File: src/rtl/alu_cmd_sequencer_if.sv
// Command, response and ALU-side signals of the ALU command sequencer.
// The master side offers commands, drives the ALU result and consumes responses.
interface alu_cmd_sequencer_if;
  logic       cmd_valid;
  logic       cmd_ready;
  logic [7:0] cmd_a;
  logic [7:0] cmd_b;
  logic [2:0] cmd_op;
  logic [3:0] cmd_tag;
  logic [7:0] alu_a;
  logic [7:0] alu_b;
  logic [2:0] alu_op;
  logic [7:0] alu_result;
  logic       rsp_valid;
  logic       rsp_ready;
  logic [7:0] rsp_data;
  logic [3:0] rsp_tag;
  logic       rsp_divz;

  modport master (
    output cmd_valid, cmd_a, cmd_b, cmd_op, cmd_tag, alu_result, rsp_ready,
    input  cmd_ready, alu_a, alu_b, alu_op, rsp_valid, rsp_data, rsp_tag, rsp_divz
  );

  modport slave (
    input  cmd_valid, cmd_a, cmd_b, cmd_op, cmd_tag, alu_result, rsp_ready,
    output cmd_ready, alu_a, alu_b, alu_op, rsp_valid, rsp_data, rsp_tag, rsp_divz
  );
endinterface

File: src/rtl/alu_cmd_sequencer.sv
// Queues ALU commands in a FIFO and runs them one at a time through an external
// fixed-latency ALU, returning each result with its tag in acceptance order.
module alu_cmd_sequencer #(
  parameter int DEPTH   = 4,
  parameter int ALU_LAT = 1
) (
  input  logic                     clk,
  input  logic                     rst,
  alu_cmd_sequencer_if.slave       bus,
  output logic                     busy,
  output logic [$clog2(DEPTH):0]   fifo_count
);
  localparam int AW = $clog2(DEPTH);
  localparam int CW = AW + 1;

  typedef enum logic [1:0] {IDLE, ISSUE, WAIT, RESP} state_t;

  state_t          state_reg, state_next;
  logic [22:0]     fifo_mem [DEPTH];
  logic [AW-1:0]   wr_ptr_reg, rd_ptr_reg;
  logic [CW-1:0]   count_reg;
  logic [2:0]      wait_reg, wait_next;
  logic [7:0]      alu_a_reg, alu_a_next;
  logic [7:0]      alu_b_reg, alu_b_next;
  logic [2:0]      alu_op_reg, alu_op_next;
  logic [7:0]      rsp_data_reg, rsp_data_next;
  logic [3:0]      rsp_tag_reg, rsp_tag_next;
  logic            rsp_divz_reg, rsp_divz_next;
  logic            rsp_valid_reg, rsp_valid_next;
  logic            cmd_ready_int;
  logic            push, pop;
  logic [22:0]     head;

  // Readiness depends on occupancy only, so a same-cycle pop never frees a full FIFO.
  assign cmd_ready_int = (count_reg < CW'(DEPTH));
  assign push          = bus.cmd_valid && cmd_ready_int;
  assign pop           = (state_reg == IDLE) && (count_reg != '0);
  assign head          = fifo_mem[rd_ptr_reg];

  always_ff @(posedge clk) begin
    if (push) begin
      fifo_mem[wr_ptr_reg] <= {bus.cmd_a, bus.cmd_b, bus.cmd_op, bus.cmd_tag};
    end
  end

  always_ff @(posedge clk) begin
    if (rst) begin
      wr_ptr_reg <= '0;
      rd_ptr_reg <= '0;
      count_reg  <= '0;
    end else begin
      if (push) wr_ptr_reg <= wr_ptr_reg + AW'(1);
      if (pop)  rd_ptr_reg <= rd_ptr_reg + AW'(1);
      case ({push, pop})
        2'b10:   count_reg <= count_reg + CW'(1);
        2'b01:   count_reg <= count_reg - CW'(1);
        default: count_reg <= count_reg;
      endcase
    end
  end

  always_ff @(posedge clk) begin
    if (rst) begin
      state_reg     <= IDLE;
      wait_reg      <= '0;
      alu_a_reg     <= '0;
      alu_b_reg     <= '0;
      alu_op_reg    <= '0;
      rsp_data_reg  <= '0;
      rsp_tag_reg   <= '0;
      rsp_divz_reg  <= 1'b0;
      rsp_valid_reg <= 1'b0;
    end else begin
      state_reg     <= state_next;
      wait_reg      <= wait_next;
      alu_a_reg     <= alu_a_next;
      alu_b_reg     <= alu_b_next;
      alu_op_reg    <= alu_op_next;
      rsp_data_reg  <= rsp_data_next;
      rsp_tag_reg   <= rsp_tag_next;
      rsp_divz_reg  <= rsp_divz_next;
      rsp_valid_reg <= rsp_valid_next;
    end
  end

  always_comb begin
    state_next     = state_reg;
    wait_next      = wait_reg;
    alu_a_next     = alu_a_reg;
    alu_b_next     = alu_b_reg;
    alu_op_next    = alu_op_reg;
    rsp_data_next  = rsp_data_reg;
    rsp_tag_next   = rsp_tag_reg;
    rsp_divz_next  = rsp_divz_reg;
    rsp_valid_next = rsp_valid_reg;
    case (state_reg)
      IDLE: begin
        if (pop) begin
          alu_a_next    = head[22:15];
          alu_b_next    = head[14:7];
          alu_op_next   = head[6:4];
          rsp_tag_next  = head[3:0];
          rsp_divz_next = (head[6:4] == 3'b011) && (head[14:7] == 8'h00);
          state_next    = ISSUE;
        end
      end
      ISSUE: begin
        wait_next  = 3'(ALU_LAT);
        state_next = WAIT;
      end
      WAIT: begin
        wait_next = wait_reg - 3'd1;
        // The ALU result is valid during the cycle before the counter hits zero.
        if (wait_reg == 3'd1) begin
          rsp_data_next  = bus.alu_result;
          rsp_valid_next = 1'b1;
          state_next     = RESP;
        end
      end
      RESP: begin
        if (bus.rsp_ready) begin
          rsp_valid_next = 1'b0;
          state_next     = IDLE;
        end
      end
      default: state_next = IDLE;
    endcase
  end

  assign bus.cmd_ready = cmd_ready_int;
  assign bus.alu_a     = alu_a_reg;
  assign bus.alu_b     = alu_b_reg;
  assign bus.alu_op    = alu_op_reg;
  assign bus.rsp_valid = rsp_valid_reg;
  assign bus.rsp_data  = rsp_data_reg;
  assign bus.rsp_tag   = rsp_tag_reg;
  assign bus.rsp_divz  = rsp_divz_reg;
  assign busy          = (state_reg != IDLE);
  assign fifo_count    = count_reg;
endmodule

File: src/flat_wrapper.sv
// flat-port wrapper written by rule: the top's interface ports become plain ports
module alu_cmd_sequencer_flat 
#(
  parameter int DEPTH   = 4,
  parameter int ALU_LAT = 1
)
  (clk, rst, busy, fifo_count, bus_cmd_valid, bus_cmd_a, bus_cmd_b, bus_cmd_op, bus_cmd_tag, bus_alu_result, bus_rsp_ready, bus_cmd_ready, bus_alu_a, bus_alu_b, bus_alu_op, bus_rsp_valid, bus_rsp_data, bus_rsp_tag, bus_rsp_divz);
  alu_cmd_sequencer_if bus_i ();
  input  logic clk;
  input  logic rst;
  output logic busy;
  output logic [$clog2(DEPTH):0] fifo_count;
  input wire logic [$bits(bus_i.cmd_valid)-1:0] bus_cmd_valid;
  input wire logic [$bits(bus_i.cmd_a)-1:0] bus_cmd_a;
  input wire logic [$bits(bus_i.cmd_b)-1:0] bus_cmd_b;
  input wire logic [$bits(bus_i.cmd_op)-1:0] bus_cmd_op;
  input wire logic [$bits(bus_i.cmd_tag)-1:0] bus_cmd_tag;
  input wire logic [$bits(bus_i.alu_result)-1:0] bus_alu_result;
  input wire logic [$bits(bus_i.rsp_ready)-1:0] bus_rsp_ready;
  output wire logic [$bits(bus_i.cmd_ready)-1:0] bus_cmd_ready;
  output wire logic [$bits(bus_i.alu_a)-1:0] bus_alu_a;
  output wire logic [$bits(bus_i.alu_b)-1:0] bus_alu_b;
  output wire logic [$bits(bus_i.alu_op)-1:0] bus_alu_op;
  output wire logic [$bits(bus_i.rsp_valid)-1:0] bus_rsp_valid;
  output wire logic [$bits(bus_i.rsp_data)-1:0] bus_rsp_data;
  output wire logic [$bits(bus_i.rsp_tag)-1:0] bus_rsp_tag;
  output wire logic [$bits(bus_i.rsp_divz)-1:0] bus_rsp_divz;
  assign bus_i.cmd_valid = bus_cmd_valid;
  assign bus_i.cmd_a = bus_cmd_a;
  assign bus_i.cmd_b = bus_cmd_b;
  assign bus_i.cmd_op = bus_cmd_op;
  assign bus_i.cmd_tag = bus_cmd_tag;
  assign bus_i.alu_result = bus_alu_result;
  assign bus_i.rsp_ready = bus_rsp_ready;
  assign bus_cmd_ready = bus_i.cmd_ready;
  assign bus_alu_a = bus_i.alu_a;
  assign bus_alu_b = bus_i.alu_b;
  assign bus_alu_op = bus_i.alu_op;
  assign bus_rsp_valid = bus_i.rsp_valid;
  assign bus_rsp_data = bus_i.rsp_data;
  assign bus_rsp_tag = bus_i.rsp_tag;
  assign bus_rsp_divz = bus_i.rsp_divz;
  alu_cmd_sequencer #(.DEPTH(DEPTH), .ALU_LAT(ALU_LAT)) u_core (.clk(clk), .rst(rst), .bus(bus_i), .busy(busy), .fifo_count(fifo_count));
endmodule
File: config.mk
export PLATFORM = sky130hd
export DESIGN_NAME = alu_cmd_sequencer_flat
export DESIGN_NICKNAME = d
export VERILOG_FILES = /design/src/rtl/alu_cmd_sequencer_if.sv /design/src/rtl/alu_cmd_sequencer.sv /design/src/flat_wrapper.sv
export SDC_FILE = /design/constraint.sdc
export NUM_CORES = 1
export LEC_CHECK = 0
export CELL_PAD_IN_SITES_DETAIL_PLACEMENT = 2
export CELL_PAD_IN_SITES_GLOBAL_PLACEMENT = 2
export CORE_UTILIZATION = 35
export DETAILED_ROUTE_END_ITERATION = 6
export HOLD_SLACK_MARGIN = 0.02
export MAX_ROUTING_LAYER = met4
export PLACE_DENSITY_LB_ADDON = 0.12
export SYNTH_ARGS = -nofsm -noshare
export SYNTH_HDL_FRONTEND = slang
export SYNTH_SLANG_ARGS = --single-unit
File: constraint.sdc
create_clock -name clk -period 2.2 [get_ports clk]
set_input_delay 0.44 -clock clk [delete_from_list [all_inputs] [get_ports clk]]
set_output_delay 0.44 -clock clk [all_outputs]
set_load 0.01 [all_outputs]
==> results_dict.tcl <==
set metrics [dict create \
    area_growth_pct 32.50 \
    die-height_um 124.7 \
    antenna_found_initial 0 \
    final_hold_viol_count 0 \
    place_hpwl_um 7576 \
    hold-worst-slack_ps 455.3 \
    wl_per_cell_um 19.88 \
    vias 3130 \
    cts_made_buffers 17 \
    vdd_drop_max_uv 577.0 \
    finClkSkew_ps 8.449 \
    die_area_um2 15540 \
    cp-start-kind "register" \
    ios 73 \
    synth_nets 391 \
    p_leak_nw 2.433 \
    diodes 0 \
    final.min_clock_period_ps 2070 \
    grt_pass1_wl_um 20140 \
    antenna_left 0 \
    status "completed" \
    cts.htree.levels 4 \
    grt_usage_pct 18.11 \
    num_rows 44 \
    cts_tree "built" \
    hp-start "u_core.bus.alu_b[1]" \
    cap_violations 0 \
    startpoint "u_core.state_reg[0]" \
    grt_start_max_net_pins 47 \
    pwr_density_cell_nw_per_um2 1309 \
    synth-seq-cells 139 \
    cp_data_arrival_time_ps 2420 \
    syn_avg_cell_area_um2 15.26 \
    first_iter_violations 168 \
    post_cts_buffers 0 \
    synth_top_area_share_pct 52.46 \
    synth_edf_count 92 \
    ys_seq_area_share_pct 70.33 \
    clk_latency_ps 420 \
    final.period_utilization_pct 94.07 \
    worst_pin_slew_ps 595.2 \
    synthArstFlopShare_pct 0 \
    yosysMostFrequentCell "edfxtp_1" \
    synth_area_um2 5266 \
    layout.nets 480 \
    drt-vias-per-instance 4.960 \
    rsz0062_at_grt "false" \
    final_layout_size_suffix_gt1_share_pct 15.66 \
    core_um2 14590 \
    clock_path_buffers 2 \
    fin_util_pct 47.83 \
    cp-end-kind "register" \
    largest_register_ffs 92 \
    crit_fanout 4 \
    cts_root_buffer "clkbuf_16" \
    netlist_instances 345 \
    wirelength_um 12540 \
    crit_type "reg -> reg" \
    synthDistinctLibCells 36 \
    die-width_um 124.7 \
    yosysWarnings 0 \
    clock.fmax_ghz 0.4832 \
    drc_errors 0 \
    hold_class "reg -> reg" \
    clock-sinks 139 \
    grt_remaining_overflow 0 \
    worst_ep_required_time_ps 2550 \
    netlist.top_cell.by_area "edfxtp_1" \
    setup_violations 0 \
    drt_pass1_iterations 4 \
    clkSlewWorstSetupHoldPaths_ps 60 \
    maxSlewViolCount 0 \
    place.gp.congestion 0.7009 \
    regMostFlops "u_core.fifo_mem" \
    power_mw 9.137 \
    synth_ff_type "edfxtp_1" \
    synth_area_leaders "edfxtp_1, dfxtp_1, mux4_2, mux4_1, nand2_1" \
    r2r_start "u_core.state_reg[0]" \
    start_util_pct 36.10 \
    port_buffers 72 \
    grt_pass1_vias 3558 \
    synthTopCellsByCount "edfxtp_1, nand2_1, dfxtp_1" \
    max_slew_margin_pct 60.20 \
]
[layer usage]
metal	up-vias	global-route usage (%)	share of wire, %
met1	1595	21.44	43
met4	0	7.158	1.6
li1	1445	-	-
met5	-	-	0
met3	15	4.124	3.5
met2	75	29.93	51
[final cells by class]
type	count	area [um2]
inverter	15	57.56
fill	1359	7611
sequential	139	3704
multi-input combinational	175	1446
clock inverter	14	181.4
clock buffer	18	450.4
timing repair buffer	86	908.4
tap	184	230.2
[layout by cell type (no fill, tap or decap), types with 2 or more instances in the layout]
master,netlist,layout
mux2i_1,9,9
nor2_1,22,22
nor2b_1,3,3
nor3_1,4,4
o21ai_0,3,3
inv_1,14,13
ha_1,10,8
nand2_1,48,48
and2_1,4,4
xnor2_1,2,2
clkinv_4,0,3
clkbuf_16,0,18
buf_4,0,7
xor2_1,3,3
a21oi_1,29,28
clkdlybuf4s50_1,0,71
inv_6,0,4
mux4_1,7,7
edfxtp_1,92,92
mux4_2,16,16
clkinvlp_4,0,2
dfxtp_1,47,47
bufinv_16,0,3
nand3b_1,2,2
buf_12,1,7
[kinds of logic after synthesis]
kind of cell,Yosys count,share of synthesized area [%]
adder cells (fa/ha/maj),11,2.756
XOR/XNOR,5,0.8317
AO/OA/AOI/OAI,37,3.849
multiplexers,32,12.05
AND/OR/NAND/NOR,90,7.460
buffers and inverters,31,2.732
flip-flops,139,70.33
[critical path, stage by stage, from the launching register on]
cell	delay, ps
dfxtp_1	320
inv_1	110
ha_4	170
o31ai_4	70
clkinv_2	70
ha_2	180
inv_1	60
fa_1	370
xor2_1	160
or3_1	340
a21oi_2	150
[power breakdown]
group	leakage (nW)	total (mW)	internal, mW	switching, mW
Clock	0.303	3.03	1.87	1.16
Combinational	0.903	2.63	1.24	1.39
Sequential	1.23	3.48	3.25	0.233
[stage by stage]
stage                     area, um2  instances  setup TNS (ps)  worst slack (ps)
final                          6978        631               0             130.5
after global routing           6978        631               0             8.615
after CTS                      6972        631               0             66.14
after detailed placement       6340        599          -188.5            -188.5
after global placement         6340        599          -50.01            -50.01
after floorplan                5293        345               0             28.29
[worst paths after layout]
kind	slack, ps	cells past startpoint	end
setup reg to reg	130	10	u_core.fifo_count[2]
hold / removal	460	2	u_core.bus.alu_b[1]
hold reg to reg	460	2	u_core.bus.alu_b[1]
setup / recovery	130	10	u_core.fifo_count[2]
[repair_timing]
action	4_1_cts	5_1_grt
resized for setup	0	3
hold buffers	0	0
endpoints found under the setup margin	0	1
Power figures use the tool's default switching activity.
